--- config.mk ---
export PLATFORM = sky130hd
export DESIGN_NAME = cswap_serial_adder
export DESIGN_NICKNAME = d
export VERILOG_FILES = /design/src/rtl/cswap_serial_adder.sv
export SDC_FILE = /design/constraint.sdc
export NUM_CORES = 1
export LEC_CHECK = 0
export CAP_MARGIN = 0
export CELL_PAD_IN_SITES_DETAIL_PLACEMENT = 2
export CELL_PAD_IN_SITES_GLOBAL_PLACEMENT = 2
export CORE_ASPECT_RATIO = 1.25
export CORE_MARGIN = 2
export CORE_UTILIZATION = 32
export DETAILED_ROUTE_END_ITERATION = 6
export PLACE_DENSITY_LB_ADDON = 0.1
export SYNTH_ARGS = -nofsm -noshare
export SYNTH_HDL_FRONTEND = slang
export SYNTH_SLANG_ARGS = --single-unit
--- constraint.sdc ---
create_clock -name clk -period 2.2 [get_ports clk]
set_clock_uncertainty 0.1 [all_clocks]
set_input_delay 0.44 -clock clk [delete_from_list [all_inputs] [get_ports clk]]
set_output_delay 0.44 -clock clk [all_outputs]
set_load 0.05 [all_outputs]
--- src/rtl/cswap_serial_adder.sv ---
// Bit-serial W-bit adder around one Fredkin-gate full adder, with valid/ready on both sides.
// Optional signed-overflow output ovf_out is built when CSWAP_SADD_OVF_EN is defined.

module cswap_fa (
    input  logic a,
    input  logic b,
    input  logic cin,
    output logic s,
    output logic cout
);

    logic p;

    // Each stage is a controlled swap; only the routed output of each gate is kept.
    assign p    = a ? ~b : b;
    assign cout = p ? cin : a;
    assign s    = p ? ~cin : cin;

endmodule

module cswap_serial_adder #(
    parameter int unsigned W = 8
) (
    input  logic         clk,
    input  logic         rst_n,
    input  logic         in_valid,
    output logic         in_ready,
    input  logic [W-1:0] a_in,
    input  logic [W-1:0] b_in,
    input  logic         cin_in,
    output logic         out_valid,
    input  logic         out_ready,
    output logic [W-1:0] sum_out,
    output logic         cout_out
`ifdef CSWAP_SADD_OVF_EN
    ,
    output logic         ovf_out
`endif
);

    localparam int unsigned CntW = $clog2(W);
    localparam logic [CntW-1:0] CntLast = CntW'(W - 1);

    typedef enum logic [1:0] {StIdle, StRun, StDone} state_e;

    state_e          state_q, state_d;
    logic [W-1:0]    a_sh_q, a_sh_d;
    logic [W-1:0]    b_sh_q, b_sh_d;
    logic [W-1:0]    res_q, res_d;
    logic            carry_q, carry_d;
    logic [CntW-1:0] cnt_q, cnt_d;
    logic            fa_s, fa_cout;

    cswap_fa u_fa (
        .a    (a_sh_q[0]),
        .b    (b_sh_q[0]),
        .cin  (carry_q),
        .s    (fa_s),
        .cout (fa_cout)
    );

    always_comb begin
        state_d   = state_q;
        a_sh_d    = a_sh_q;
        b_sh_d    = b_sh_q;
        res_d     = res_q;
        carry_d   = carry_q;
        cnt_d     = cnt_q;
        in_ready  = 1'b0;
        out_valid = 1'b0;
        unique case (state_q)
            StIdle: begin
                in_ready = 1'b1;
                if (in_valid) begin
                    a_sh_d  = a_in;
                    b_sh_d  = b_in;
                    carry_d = cin_in;
                    cnt_d   = '0;
                    state_d = StRun;
                end
            end
            StRun: begin
                a_sh_d  = {1'b0, a_sh_q[W-1:1]};
                b_sh_d  = {1'b0, b_sh_q[W-1:1]};
                res_d   = {fa_s, res_q[W-1:1]};
                carry_d = fa_cout;
                if (cnt_q == CntLast) begin
                    state_d = StDone;
                end else begin
                    cnt_d = cnt_q + 1'b1;
                end
            end
            StDone: begin
                out_valid = 1'b1;
                if (out_ready) begin
                    state_d = StIdle;
                end
            end
            default: state_d = StIdle;
        endcase
    end

    always_ff @(posedge clk or negedge rst_n) begin
        if (!rst_n) begin
            state_q <= StIdle;
            a_sh_q  <= '0;
            b_sh_q  <= '0;
            res_q   <= '0;
            carry_q <= 1'b0;
            cnt_q   <= '0;
        end else begin
            state_q <= state_d;
            a_sh_q  <= a_sh_d;
            b_sh_q  <= b_sh_d;
            res_q   <= res_d;
            carry_q <= carry_d;
            cnt_q   <= cnt_d;
        end
    end

    assign sum_out  = res_q;
    assign cout_out = carry_q;

`ifdef CSWAP_SADD_OVF_EN
    logic ovf_q, ovf_d;

    // Carry into the MSB is carry_q during the last RUN cycle.
    always_comb begin
        ovf_d = ovf_q;
        if (state_q == StRun && cnt_q == CntLast) begin
            ovf_d = carry_q ^ fa_cout;
        end
    end

    always_ff @(posedge clk or negedge rst_n) begin
        if (!rst_n) begin
            ovf_q <= 1'b0;
        end else begin
            ovf_q <= ovf_d;
        end
    end

    assign ovf_out = (state_q == StDone) & ovf_q;
`endif

endmodule

======== Word-level counts from Yosys, hierarchy flattened ========
Index checks and enable logic that the tools add are counted.
cells by class
  div/mod/pow operators ................... 0
  $add $sub $neg .......................... 1
  magnitude comparators ................... 0
  multiply operators ...................... 0
  reduce and logical (&&, ||, !) cells .... 6
  shifts and indexed selects .............. 0
  bitwise gates (word level) .............. 2
  equality and inequality tests ........... 8
  multiplexer cells ....................... 18
operators by type and width
  operator                                                                number
  8-bit one-hot mux with 2 select lines                                   2
  8-bit two-way mux                                                       2
  2-bit inequality test (second input constant)                           5
  3-bit AND reduction                                                     3
  1-bit two-way mux                                                       6
  2-bit two-way mux                                                       3
  3-bit two-way mux                                                       2
  2-bit one-hot mux with 3 select lines                                   1
  3-bit one-hot mux with 2 select lines                                   1
  3-bit by 1-bit adder with 3-bit output (second input constant)          1
  3-bit equality test (second input constant)                             1
  2-bit by 1-bit equality test with 1-bit output (second input constant)  1
  2-bit equality test (second input constant)                             1
  2-bit zero test                                                         1
  1-bit NOT                                                               2
  1-bit one-hot mux with 2 select lines                                   1
  2-bit AND reduction                                                     1
  2-bit nonzero test                                                      1
word-level totals
  register bits ........................... 30
  memory bits (read-only) ................. 0
  input port bits ......................... 21
  latch bits .............................. 0
  RAM bits ................................ 0
  memories kept ........................... 0

======== Logic depth before layout (Yosys ltp) ========
  word-level depth ........................ 4
  gate-level depth with buffers ........... 5
  gate-level depth less buffers ........... 5

======== By module ========
From an unflattened synthesis, not the netlist that was laid out.
unflattened totals
  cell total of the unflattened synthesis .. 130
  area total of the unflattened synthesis .. 1426.4 um^2
modules (own cells, without submodules)
  module              cells each  area each (um^2)  instances
  cswap_serial_adder  128         1392.6            1
  cswap_fa            2           33.8              1

======== Worst setup path before layout ========
No wires, ideal clock.
  kind .................................... flip-flop to output port
  start ................................... reg state_q[0]
  end ..................................... out in_ready
  cell stages (with the launch flop) ...... 2
  arrival time ............................ 1090 ps
  required time ........................... 1660 ps
  path slack .............................. 570 ps
  cells stage by stage .................... dfrtp_1 -> nor2_1
on the way
  word-level cells in the longest chain between the ends .. 2
ends and longest elaborated chain
  element                   RTL line  text
  start: declaration        46        state_e state_q, state_d;
  start signal: assignment  105       state_q <= StIdle;
  start signal: assignment  112       state_q <= state_d;
  2-bit zero test           71        unique case (state_q)
  1-bit two-way mux         71
  end: declaration          27        output logic in_ready,
No other way between the ends.

======== Worst setup path in the final report ========
  start ................................... reg carry_q, in the netlist cout_out
  end ..................................... out cout_out
RTL lines
  element                   RTL line  text
  start: declaration        50        logic carry_q, carry_d;
  start signal: assignment  116       carry_q <= carry_d;
  end: declaration          34        output logic cout_out
No word-level cell between the ends.

==> results.txt <==
The tools report the largest net degree at the start of global routing as 31. First-pass GRT wire length: 5.11 mm. The ratio of total power to cell area is 1630 nW/um^2. The worst path in the final design needs a cycle of 2080 ps, including I/O delays and setup.

After detailed routing, the total wire length is 2.97 mm. The count of cells along the worst hold path is 2. The number of gates resized after CTS was 0. Register area share after synthesis: 0.542. The number of sinks driven by the clock tree was 30; the minimum setup slack in the final design was 124 ps. The die covers 4880 sq um.

For this design, the CTS-stage hold fixing added 0 buffers. The logs give 112 for the count of mapped cells out of synthesis and 280 ps for the clock insertion delay at the later pin of the skew report. The post-synthesis register bit count was 30. The logic depth of the worst register-to-register path came out at 5. In the routed layout, each cell is associated on average with a via count of 4.70. The detailed-router iteration count before antenna repair was 2. The static leakage is 0.827 nW.

The most utilized layer in the global route result was met2. The critical path startpoint was cout_out. The worst hold path begins at b_sh_q[5].

For the met3 usage in global routing, the log shows 0.0478. TritonCTS built the clock tree. The critical path in this run is classified as reg2out. Port buffering added 31 buffers. The run gives 0 as the final-report setup violation count. The number of diodes added for antenna fixing came out at 0.

Adding up every negative setup slack in the final design gives 0 ps. The run gives 0 as the synthesis warning total. In the layout the commonest cells are dfrtp_1, clkdlybuf4s50_1, mux2i_1, nand2_1, o21ai_1. The post-synthesis net count was 135; the post-route antenna net violation count was 0. In this run the cell area of the synthesized design comes to 1390 sq um. For the initial standard-cell utilization of the core, the log shows 0.336.

For the number of hold violations in the final report, the log shows 0. The run gives 34 as the violation count after the first detailed-routing iteration. The largest individual stage delay along the critical path comes from the cell clkdlybuf4s50_1. For this run the aggregate overflow at the end of global routing stands at 0. The path type of the worst min-delay path was reg2reg. The most frequent standard cell in the layout excluding fill and tap cells is dfrtp_1. For the site row count, the log shows 26.

For the worst setup path, the data required time is 1660 ps. For the worst slew margin relative to its limit, the log shows 0.652. The global placement routability congestion was 0.690.

The overall die height works out to 77.6 microns. Layout cell share with drive strength beyond 1: 0.193. The root buffer cell was clkbuf_8. The buffers plus inverters on the worst setup path came out at 1. For the maximum level of the CTS H-tree, the log shows 2.

The number of global-route vias before repair is 1108. The critical path goes through clkdlybuf4s50_1. The tools report the global routing usage summed across all routing layers as 0.135. The tools report the number of antenna violations at the first check in global routing as 0. The run finished with clean final reports. Final number of max-transition violations: 0. The logs give 368 ps for the minimum setup slack after placement and 0 for the max capacitance violation total. The reg-to-reg endpoint was cnt_q[0].

The worst hold path terminates at b_sh_q[5]. At the pin with the least slew margin, the transition time is 520 ps. Placeable core region: 4130 sq um. STA classifies the critical path endpoint as a primary output. In the final design database the tool counted 172 nets. The multi-input combinational cells in the finished layout cover a total of 561 sq um. The tools report the met1 track demand over resource in global routing as 0.152. The horizontal extent of the die was 62.9 microns. The number of clock buffers added by TritonCTS is 5. The clock transition at the registers of the reported paths works out to 60 ps. The tools report the critical register-to-register path startpoint as cnt_q[0]. 32 I/O pins were placed. The detailed router placed 968 vias in this run. The worst-case IR drop observed on VDD is 0.000608 V. For the register area, the log shows 751 sq um. In this run the register-to-register setup slack is 500 ps. For the sum of net half-perimeters after detailed placement, the log shows 2.14 mm.

Broken down by cell family, the worst path's largest delay share belongs to buffers and inverters. Delay of the slowest cell on the worst path: 850 ps. The share of the clock period used by the worst path was 0.943; the filler cell count was 431. In this run the deepest clock path goes through 2 buffers. The fmax was 482 MHz; the post-synthesis average cell area was 12.4 sq um. The mean routed wirelength per cell came out at 14.4 microns. The global routing usage on met2 is 0.234.

The post-detailed-route DRC marker count is 0. Of all nets on the critical path, the largest fanout is 4. Setup repair after global routing left no endpoint under its margin.

The kind of launch point of the worst setup path was a flip-flop. Counting distinct cell types in the post-synthesis netlist gives 25. Buffers added to address setup during post-CTS repair amount to 0. Relative to the synthesized area, the layout overhead comes to 34.3%.

STA puts the critical path data arrival time at 1540 ps.
-- power by group --
group / internal, mW / total [mW] / switching [mW]
Clock: 0.315 / 0.512 / 0.197
Combinational: 0.692 / 1.52 / 0.824
Sequential: 0.817 / 1.01 / 0.192
Total: 1.82 / 3.04 / 1.21
-- routing by layer --
layer	share of wire	routed length (microns)	up-vias
li1	-	-	460
met2	0.54	1610	20
met4	0.013	40	0
met3	0.050	147	4
met1	0.39	1170	484
met5	0	0	-
-- per-stage QoR --
stage / cell area, sq um / hold WS [ps] / util / std cells / total power [mW]
finish: 1860 / 395 / 0.451 / 206 / 3.04
global route: 1860 / 425 / 0.451 / 206 / 3.25
CTS: 1860 / 402 / 0.451 / 206 / 3.10
detailed placement: 1750 / 380 / 0.424 / 198 / 2.56
global placement: 1750 / 368 / 0.424 / 198 / 2.49
floorplan: 1390 / 44.4 / - / 112 / 2.17
-- area by class of cell --
type / instances / share of cell area
flip-flops and latches: 30 / 0.403
multi-input cells: 72 / 0.301
repair buffers: 36 / 0.191
clock buffers: 8 / 0.0591
well taps: 56 / 0.0376
inverters: 4 / 0.00806
-- flip-flops by register name, summed over array words and instances, names as in the netlist --
signal    cells
a_sh_q        8
b_sh_q        8
sum_out       8
cnt_q         3
state_q       2
cout_out      1
-- cell usage after synthesis, drive strengths merged --
cell type | instances | share of area
xnor2 | 1 | 0.0063
clkbuf | 2 | 0.0054
nor3b | 2 | 0.018
o22ai | 1 | 0.0090
a22o | 4 | 0.025
nand2 | 15 | 0.041
dfrtp | 30 | 0.54
inv | 4 | 0.011
mux2 | 8 | 0.073
nand3b | 1 | 0.0054
a22oi | 1 | 0.0090
o2bb2ai | 1 | 0.0063
buf | 4 | 0.041
o21bai | 1 | 0.0054
mux2i | 15 | 0.11
ha | 2 | 0.018
o21ai | 15 | 0.054
nor2 | 2 | 0.0054
and2b | 1 | 0.0063
nand2b | 1 | 0.0045
xor2 | 1 | 0.0063
-- worst max-delay path by stage --
stage	end	slack, ps	cells after the start
finish	cout_out	120	1
CTS	cout_out	90	1
global route	cout_out	70	1
detailed placement	cnt_q[0]	370	5
floorplan	in_ready	570	1
global placement	cnt_q[0]	390	5
-- cell families after synthesis --
logic type,Yosys count,share of synthesized area
adder cells (fa/ha/maj),2,0.0180
flip-flops,30,0.542
AO/OA/AOI/OAI,23,0.109
AND/OR/NAND/NOR,22,0.0803
buffers and inverters,10,0.0569
XOR/XNOR,2,0.0126
multiplexers,23,0.181
Power figures use the tool's default switching activity.
